<file path="config.mk">
export PLATFORM = sky130hd
export DESIGN_NAME = cursor_cmd_ctrl
export DESIGN_NICKNAME = d
export VERILOG_FILES = /design/src/rtl/cursor_cmd_ctrl.sv
export SDC_FILE = /design/constraint.sdc
export NUM_CORES = 1
export LEC_CHECK = 0
export ABC_AREA = 1
export BUFFER_PORTS_ARGS = -buffer_cell sky130_fd_sc_hd__buf_2
export CELL_PAD_IN_SITES_DETAIL_PLACEMENT = 0
export CELL_PAD_IN_SITES_GLOBAL_PLACEMENT = 2
export CORE_ASPECT_RATIO = 0.9
export CORE_MARGIN = 2
export CORE_UTILIZATION = 39
export DETAILED_ROUTE_END_ITERATION = 8
export PLACE_DENSITY = 0.91
export SYNTH_ARGS = -nofsm -noshare
export SYNTH_HDL_FRONTEND = slang
export SYNTH_SLANG_ARGS = --single-unit
</file>
<file path="constraint.sdc">
create_clock -name clk -period 4.2 [get_ports clk]
set_input_delay 0.42 -clock clk [delete_from_list [all_inputs] [get_ports clk]]
set_output_delay 0.42 -clock clk [all_outputs]
set_load 0.1 [all_outputs]
</file>
<file path="src/rtl/cursor_cmd_ctrl.sv">
`default_nettype none
// +--------------------------------------------------------------------------+
// | cursor_cmd_ctrl                                                          |
// | Debounced button cursor with auto-repeat plus reveal/flag command issue. |
// | Revision: 1.0                                                            |
// +--------------------------------------------------------------------------+
module cursor_cmd_ctrl #(
  parameter int GRID_W     = 8,
  parameter int GRID_H     = 8,
  parameter int DEB_CYCLES = 500000,
  parameter int RPT_DELAY  = 25000000,
  parameter int RPT_PERIOD = 7500000
) (
  input  logic       clk,
  input  logic       rst,
  input  logic       arriba,
  input  logic       abajo,
  input  logic       izquierda,
  input  logic       derecha,
  input  logic       mostrar,
  input  logic       mostrar_flag,
  input  logic       cmd_ready,
  output logic [3:0] x_select,
  output logic [3:0] y_select,
  output logic       cmd_valid,
  output logic       cmd_flag,
  output logic [3:0] cmd_x,
  output logic [3:0] cmd_y
);

  localparam int c_btn_n   = 6;
  localparam int c_dir_n   = 4;
  localparam int c_deb_w   = (DEB_CYCLES > 1) ? $clog2(DEB_CYCLES) : 1;
  localparam int c_rpt_max = (RPT_DELAY > RPT_PERIOD) ? RPT_DELAY : RPT_PERIOD;
  localparam int c_rpt_w   = (c_rpt_max > 1) ? $clog2(c_rpt_max) : 1;

  localparam logic [c_deb_w-1:0] c_deb_last   = c_deb_w'(DEB_CYCLES - 1);
  localparam logic [c_rpt_w-1:0] c_delay_last = c_rpt_w'(RPT_DELAY - 1);
  localparam logic [c_rpt_w-1:0] c_per_last   = c_rpt_w'(RPT_PERIOD - 1);
  localparam logic [3:0]         c_x_max      = 4'(GRID_W - 1);
  localparam logic [3:0]         c_y_max      = 4'(GRID_H - 1);

  // Button index map: 0 up, 1 down, 2 left, 3 right, 4 reveal, 5 flag
  localparam int c_up   = 0;
  localparam int c_down = 1;
  localparam int c_left = 2;
  localparam int c_rght = 3;
  localparam int c_rev  = 4;
  localparam int c_flg  = 5;

  generate
    if (GRID_W < 1 || GRID_W > 16 || GRID_H < 1 || GRID_H > 16) begin : g_grid_check
      $error("cursor_cmd_ctrl: GRID_W and GRID_H must be within 1..16");
    end
  endgenerate

  typedef enum logic [1:0] {
    ST_IDLE  = 2'd0,
    ST_ISSUE = 2'd1,
    ST_HOLD  = 2'd2
  } state_t;

  logic [c_btn_n-1:0] w_raw;
  logic [c_btn_n-1:0] w_deb;
  logic [c_btn_n-1:0] w_press;
  logic [c_dir_n-1:0] w_rpt;
  logic [c_dir_n-1:0] w_step;

  state_t     r_state;
  logic [3:0] r_x;
  logic [3:0] r_y;
  logic       r_cmd_valid;
  logic       r_cmd_flag;
  logic [3:0] r_cmd_x;
  logic [3:0] r_cmd_y;

  assign w_raw = {mostrar_flag, mostrar, derecha, izquierda, abajo, arriba};

  // Synchroniser, debounce counter and one-cycle press pulse per button
  genvar gi;
  generate
    for (gi = 0; gi < c_btn_n; gi++) begin : g_btn
      logic               r_sync1;
      logic               r_sync2;
      logic               r_level;
      logic               r_pulse;
      logic [c_deb_w-1:0] r_cnt;

      always_ff @(posedge clk) begin
        if (!rst) begin
          r_sync1 <= 1'b0;
          r_sync2 <= 1'b0;
          r_level <= 1'b0;
          r_pulse <= 1'b0;
          r_cnt   <= '0;
        end else begin
          r_sync1 <= w_raw[gi];
          r_sync2 <= r_sync1;
          r_pulse <= 1'b0;
          if (r_sync2 != r_level) begin
            if (r_cnt == c_deb_last) begin
              r_level <= r_sync2;
              r_pulse <= r_sync2;
              r_cnt   <= '0;
            end else begin
              r_cnt <= r_cnt + c_deb_w'(1);
            end
          end else begin
            r_cnt <= '0;
          end
        end
      end

      assign w_deb[gi]   = r_level;
      assign w_press[gi] = r_pulse;
    end
  endgenerate

  // Auto-repeat counts from the cycle after the debounced level rises
  generate
    for (gi = 0; gi < c_dir_n; gi++) begin : g_rpt
      logic               r_started;
      logic               r_pulse;
      logic [c_rpt_w-1:0] r_cnt;

      always_ff @(posedge clk) begin
        if (!rst || !w_deb[gi]) begin
          r_started <= 1'b0;
          r_pulse   <= 1'b0;
          r_cnt     <= '0;
        end else begin
          r_pulse <= 1'b0;
          if (!r_started) begin
            if (r_cnt == c_delay_last) begin
              r_pulse   <= 1'b1;
              r_started <= 1'b1;
              r_cnt     <= '0;
            end else begin
              r_cnt <= r_cnt + c_rpt_w'(1);
            end
          end else if (r_cnt == c_per_last) begin
            r_pulse <= 1'b1;
            r_cnt   <= '0;
          end else begin
            r_cnt <= r_cnt + c_rpt_w'(1);
          end
        end
      end

      assign w_rpt[gi] = r_pulse;
    end
  endgenerate

  assign w_step = w_press[c_dir_n-1:0] | w_rpt;

  // Opposite steps on one axis cancel; the cursor is frozen while a command waits
  always_ff @(posedge clk) begin
    if (!rst) begin
      r_x <= 4'd0;
      r_y <= 4'd0;
    end else if (r_state != ST_ISSUE) begin
      if (w_step[c_rght] && !w_step[c_left] && r_x != c_x_max) begin
        r_x <= r_x + 4'd1;
      end else if (w_step[c_left] && !w_step[c_rght] && r_x != 4'd0) begin
        r_x <= r_x - 4'd1;
      end
      if (w_step[c_down] && !w_step[c_up] && r_y != c_y_max) begin
        r_y <= r_y + 4'd1;
      end else if (w_step[c_up] && !w_step[c_down] && r_y != 4'd0) begin
        r_y <= r_y - 4'd1;
      end
    end
  end

  always_ff @(posedge clk) begin
    if (!rst) begin
      r_state     <= ST_IDLE;
      r_cmd_valid <= 1'b0;
      r_cmd_flag  <= 1'b0;
      r_cmd_x     <= 4'd0;
      r_cmd_y     <= 4'd0;
    end else begin
      case (r_state)
        ST_IDLE: begin
          if (w_press[c_rev] || w_press[c_flg]) begin
            r_state     <= ST_ISSUE;
            r_cmd_valid <= 1'b1;
            r_cmd_flag  <= !w_press[c_rev];
            r_cmd_x     <= r_x;
            r_cmd_y     <= r_y;
          end
        end
        ST_ISSUE: begin
          if (r_cmd_valid && cmd_ready) begin
            r_state     <= ST_HOLD;
            r_cmd_valid <= 1'b0;
          end
        end
        ST_HOLD: begin
          // r_cmd_flag still names the button that launched the command
          if (!(r_cmd_flag ? w_deb[c_flg] : w_deb[c_rev])) begin
            r_state <= ST_IDLE;
          end
        end
        default: begin
          r_state     <= ST_IDLE;
          r_cmd_valid <= 1'b0;
        end
      endcase
    end
  end

  assign x_select  = r_x;
  assign y_select  = r_y;
  assign cmd_valid = r_cmd_valid;
  assign cmd_flag  = r_cmd_flag;
  assign cmd_x     = r_cmd_x;
  assign cmd_y     = r_cmd_y;

endmodule
`default_nettype wire

</file>
==> results of run 1 <==
[stage by stage]
step,total power [µW],worst slack (ps),std cells
floorplan,2620,1730,1906
global placement,2630,2040,2376
detailed placement,2630,1950,2376
CTS,5310,2170,2430
global route,5410,1930,2430
finish,5220,2200,2430
[logic make-up after synthesis]
logic type,share of synthesized area (%)
AO/OA/AOI/OAI,3.94
XOR/XNOR,6.52
adder cells (fa/ha/maj),1.62
buffers and inverters,8.06
flip-flops,40.0
AND/OR/NAND/NOR,39.8
[sequential cells by signal (all words and copies together) (netlist names)]
signal           cells
x_select             4
g_btn.r_sync2        6
g_btn.r_pulse        6
y_select             4
cmd_flag             1
cmd_x                4
g_btn.r_cnt        114
cmd_y                4
g_rpt.r_cnt        100
g_rpt.r_started      4
r_state              2
cmd_valid            1
g_rpt.r_pulse        4
g_btn.r_sync1        6
g_btn.r_level        6
[cell type report]
type | instances | area share [%]
Sequential cell | 266 | 35.8
Inverter | 247 | 6.24
Clock inverter | 10 | 0.732
Tap cell | 462 | 3.89
Timing Repair Buffer | 26 | 0.875
Clock buffer | 44 | 6.02
Multi-Input combinational cell | 1375 | 46.4
[cells in the mapped netlist, types with 2 or more instances]
cell	n
clkbuf_1	5
nor2_4	11
o21ai_0	30
xnor2_1	18
xor2_1	81
buf_6	5
nand2_4	5
nor2_1	386
a31oi_1	3
nor2_2	34
nand4_1	53
o21ai_1	8
nor3b_1	4
or2_0	6
nand2_1	420
nor3_4	5
nand3_1	113
nand3_4	2
inv_1	229
a21oi_1	58
buf_4	6
nor3_2	15
nand3_2	9
fa_1	2
dfxtp_1	266
nand2_2	12
inv_2	18
ha_1	14
and2_1	5
nor3_1	61
nand3b_1	7
a21oi_2	2
or2_2	3
[per-layer routing]
layer	up-vias	routed length (µm)	GRT usage (%)
li1	6062	-	-
met1	4997	14200	22.6
met2	146	12600	27.6
met3	37	1100	2.71
met4	0	534	3.54
met5	-	0	0
[worst paths after layout]
path / startpoint / to / slack [ps]
hold / removal: derecha / g_btn[3].r_sync1 / 50
hold reg to reg: g_btn[3].r_sync1 / g_btn[3].r_sync2 / 410
setup / recovery: x_select[1] / x_select[1] / 2200
setup reg to reg: x_select[1] / x_select[3] / 2250
[power groups by stage]
stage                     Clock (µW)  Combinational (µW)  Sequential [µW]
after global routing            2830                43.4             2530
after global placement             0                37.7             2590
after CTS                       2740                38.1             2530
after detailed placement           0                38.2             2590
final                           2650                37.2             2530
after floorplan                    0                28.8             2590
==> flow_summary.toml, run 1 <==
[run_status]
status = "finished clean"

[setup_path]
startpoint_type = "flop"
cp_max_fo = 7
critical-path-top-delay-family = "buffers and inverters"
end_kind = "output port"
crit_cells = 1
crit_chain = "buf_2"
r2r_cells = 13
critical_path_buf_inv_count = 1
worstPathArrival_ps = 1580
crit_slowest_cell = "buf_2"
cp.required_ps = 3780
critical_path.max_stage_delay_ps = 510
critical_path_class = "flop to output port"

[logic_synthesis]
ys_types = 43
synth_fp_nets = 1931
ys_ff_latch = 266
synth_top_cell_by_area = "dfxtp_1"
ys_async_sr_fraction_pct = 0
yosysTopAreaCellShare_pct = 40.0
syn_area_um2 = 13300
synth_edf_count = 0
avgSynthCellArea_um2 = 6.98
synth-main-ff-cell = "dfxtp_1"
synthCells = 1906
yosys-top-cells-area = "dfxtp_1 40%, nand2_1 12%, nor2_1 11%"
ys_seq_area_share_pct = 40.0
yosysWarnings = 0

[pwr]
powerDensity_nw_per_um2 = 351
p_seq_share_pct = 48.6
vdd_drop_max_mv = 0.312
p_int_uw = 4130
p_leak_uw = 0.00506
p_sw_uw = 1090
p_clk_share_pct = 50.7
switching_share_pct = 20.9
comb_power_share_pct = 0.7

[die]
fp.coreArea_um2 = 33800
ioPinCount = 27
die-area_um2 = 35600
num_rows = 64
die_x_um = 199
initial_utilization_pct = 39.4
die_h_um = 179

[grt]
grt_max_degree = 43
grt_pass1_wl_mm = 49.4
grt_use_total_pct = 16.6
antenna_found_initial = 0
grt_pass1_vias = 10600
grt.overflow.total = 0

[job]
timing.max_cap.violations = 0

[sta]
holdWs_ps = 50.2
drv_slew = 0
hold_viol = 0
fin_tns_setup_ps = 0
setup_violations = 0
finalCritPeriodShare_pct = 47.6
rsz0062_at_grt = "false"
max_freq_mhz = 501
period_needed_ps = 2000
worstMarginPinSlew_ps = 822
relSlewSlack_pct = 45.2
skew_ps = 12.3

[final_layout]
post-route-util_pct = 44.0
fin_nets = 1971
n_fill_cell = 3619
final_common_cell = "nand2_1"
multiInputGateArea_um2 = 6900
fin_area_um2 = 14900
diodes = 0
seqCellArea_um2 = 5330
mostFrequentLayoutCells = "420 x nand2_1, 386 x nor2_1, 266 x dfxtp_1, 229 x inv_1, 113 x nand3_1"
drive_gt1_share_pct = 9.86
areaGrowthSynthToFinish_pct = 11.8

[placement]
io_buffers = 26
dp_hpwl_mm = 21.1
place_area_um2 = 13900
gp_congestion = 0.857

[clock_network]
clock_latency_ps = 560
cts_setup_buffers = 0
clk_pin_slew_ps = 60
cts_sinks = 266
cts_buffers = 30
cts_root_buf = "clkbuf_16"
ctsHoldBuffers = 0
h-tree-depth = 1
clock_path_buffers = 3
cts_tree = "built"
post_cts_resized = 0

[route]
drc_errors = 0
drtPass1Iterations = 5
viasPerCell = 4.63
wire_per_inst_um = 11.7
vias = 11200
drtAntennaViolNets = 0
routed_wl_mm = 28.4
drtIter0Drc = 573

[hold_path]
hold_depth = 3
hold_class = "input port to flop"
No activity file was read; power rests on OpenSTA's default activity.
==> run 2: changes to the inputs <==
--- a/config.mk
+++ b/config.mk
@@ -5,7 +5,7 @@
 export SDC_FILE = /design/constraint.sdc
 export NUM_CORES = 1
 export LEC_CHECK = 0
-export ABC_AREA = 1
+export ABC_AREA = 0
 export BUFFER_PORTS_ARGS = -buffer_cell sky130_fd_sc_hd__buf_2
 export CELL_PAD_IN_SITES_DETAIL_PLACEMENT = 0
 export CELL_PAD_IN_SITES_GLOBAL_PLACEMENT = 2
@@ -13,7 +13,7 @@
 export CORE_MARGIN = 2
 export CORE_UTILIZATION = 39
 export DETAILED_ROUTE_END_ITERATION = 8
-export PLACE_DENSITY = 0.91
+export PLACE_DENSITY = 0.84
 export SYNTH_ARGS = -nofsm -noshare
 export SYNTH_HDL_FRONTEND = slang
 export SYNTH_SLANG_ARGS = --single-unit
==> constraint.sdc (replaced) <==
create_clock -name clk -period 1.9 [get_ports clk]
set_input_delay 0.19 -clock clk [delete_from_list [all_inputs] [get_ports clk]]
set_output_delay 0.19 -clock clk [all_outputs]
set_load 0.1 [all_outputs]
==> flow_summary.toml, run 2 <==
[run_status]
status = "finished clean"

[final_layout]
diodes = 0
top_regs = "g_btn.r_cnt: 114 flops, g_rpt.r_cnt: 100 flops"
areaGrowthSynthToFinish_pct = 23.3
regMostFlops = "g_btn.r_cnt"
fin_nets = 1465
fin_area_um2 = 14200
n_fill_cell = 2752
largest_reg_flops = 114
final_common_cell = "nor2_1"
drive_gt1_share_pct = 16.1
post-route-util_pct = 49.1
mostFrequentLayoutCells = "291 x nor2_1, 256 x dfxtp_1, 141 x xor2_1, 96 x nand2_1, 94 x buf_4"

[setup_path]
end_kind = "flop"
crit_slowest_cell = "or4_4"
worstPathArrival_ps = 2280
cp_max_fo = 6
critical_path_class = "flop to flop"
cp.required_ps = 2330
critical_path.max_stage_delay_ps = 520
critical_path_buf_inv_count = 2
critical-path-top-delay-family = "simple AND/OR/NAND/NOR gates"
crit_chain = "or4_4 > nor4_4 > buf_4 > o21ai_4 > nand3_4 > clkbuf_16 > nor2_1"
startpoint_type = "flop"

[clock_network]
clk_pin_slew_ps = 60
h-tree-depth = 1
clock_latency_ps = 550
cts_buffers = 29
cts_sinks = 266
cts_root_buf = "clkbuf_16"
cts_tree = "built"
clock_path_buffers = 3

[placement]
gp_congestion = 0.771
io_buffers = 26
dp_hpwl_mm = 15.3
dp_slack_ps = -1.65
place_area_um2 = 12900

[job]
timing.max_cap.violations = 0

[grt]
antenna_found_initial = 0
grt_max_degree = 39
grt_pass1_vias = 8459
grt_use_total_pct = 14.9
grt.overflow.total = 0
grt_pass1_wl_mm = 39.5

[logic_synthesis]
synthTopCellsByCount = "291 x nor2_1, 266 x dfxtp_1, 141 x xor2_1"
synth_edf_count = 0
ys_types = 57
avgSynthCellArea_um2 = 8.92
yosysTopAreaCellShare_pct = 46.1
ys_ff_latch = 266
syn_area_um2 = 11500
synth_top_cell_by_area = "dfxtp_1"
ys_seq_area_share_pct = 46.1
synthCells = 1294
yosys-top-cells-area = "dfxtp_1 46%, xor2_1 11%, nor2_1 9.5%"
yosysWarnings = 0
ys_async_sr_fraction_pct = 0
synth-main-ff-cell = "dfxtp_1"
synth_fp_nets = 1319
yosysMostFrequentCell = "nor2_1"

[route]
drtAntennaViolNets = 0
drtIter0Drc = 327
wire_per_inst_um = 12.2
drc_errors = 0
routed_wl_mm = 22.7
drtPass1Iterations = 4
vias = 8840
viasPerCell = 4.76

[sta]
max_freq_mhz = 540
finalWorstSetupSlack_ps = 48.8
fin_tns_setup_ps = 0
finalCritPeriodShare_pct = 97.4
hold_viol = 0
skew_ps = 12.5
relSlewSlack_pct = 65.5
period_needed_ps = 1850
drv_slew = 0
setup_violations = 0
worstMarginPinSlew_ps = 521

[pwr]
p_seq_share_pct = 48.3
vdd_drop_max_mv = 0.664
comb_power_share_pct = 0.9
p_clk_share_pct = 50.8
switching_share_pct = 19.7
p_leak_uw = 0.00502
p_sw_uw = 2280
p_int_uw = 9300
powerDensity_nw_per_um2 = 813

[die]
die_x_um = 185
die-area_um2 = 31000
num_rows = 59
fp.coreArea_um2 = 29000
die_h_um = 167
initial_utilization_pct = 39.8
ioPinCount = 27

[hold_path]
hold_class = "input port to flop"
-- run 2: repair_timing --
item,CTS,global route
hold buffers,7,0
gates resized for setup,0,22
cloned,1,3
setup buffers,0,3
pin swaps,0,6
hold endpoints to repair,7,0
setup endpoints to repair,13,123
-- run 2: kinds of logic (layout without fill, tap and decap cells) --
kind of cell	Yosys count	in the layout	synth area share [%]
mux	19	19	1.65
compound gates	24	24	1.43
flops	266	266	46.1
simple gates	712	713	31.1
buf+inv	49	217	2.09
xor+xnor	208	208	15.8
fa+ha+maj	16	16	1.86
-- run 2: final timing paths --
path,to,startpoint,depth (start not counted),slack [ps]
min,g_btn[1].r_pulse,rst,4,110
max reg2reg,g_rpt[0].r_cnt[17],g_rpt[0].r_cnt[15],7,50
max,g_rpt[0].r_cnt[17],g_rpt[0].r_cnt[15],7,50
min reg2reg,g_btn[2].r_sync2,g_btn[2].r_sync1,1,430
-- run 2: per-layer routing --
| metal | global-route usage (%) | wire length, µm |
|---|---|---|
| met1 | 20.9 | 11500 |
| met2 | 23.8 | 10100 |
| met3 | 2.54 | 671 |
| met4 | 3.83 | 484 |
| met5 | 0 | 0 |
-- run 2: tightest hold or removal path, stage by stage --
cell     delay (ps)
buf_2           110
buf_12          160
nand2_1          90
nor3_1           40
-- run 2: per-stage QoR --
stage | hold slack, ps | cells | power [µW]
floorplan | 317 | 1294 | 5770
global placement | 404 | 1791 | 5810
detailed placement | 417 | 1791 | 5810
CTS | 85.0 | 1853 | 11800
global route | 112 | 1859 | 12000
finish | 112 | 1859 | 11600
-- run 2: power by group through the flow --
| stage | sequential, µW | combinational, µW | clock [µW] |
|---|---|---|---|
| 3_3_place_gp | 5710 | 94.3 | 0 |
| 2_1_floorplan | 5710 | 54.2 | 0 |
| 4_1_cts | 5590 | 109 | 6080 |
| 3_5_place_dp | 5710 | 95.7 | 0 |
| 5_1_grt | 5590 | 119 | 6320 |
| 6_report | 5590 | 106 | 5880 |
-- run 2: final cells by class --
cell class	instances	area, µm²	share of cell area, %
Multi-Input combinational cell	980	6110	42.9
Sequential cell	266	5360	37.6
Timing Repair Buffer	139	1150	8.06
Clock buffer	44	903	6.34
Tap cell	396	495	3.48
Clock inverter	10	131	0.923
Inverter	24	90.1	0.633
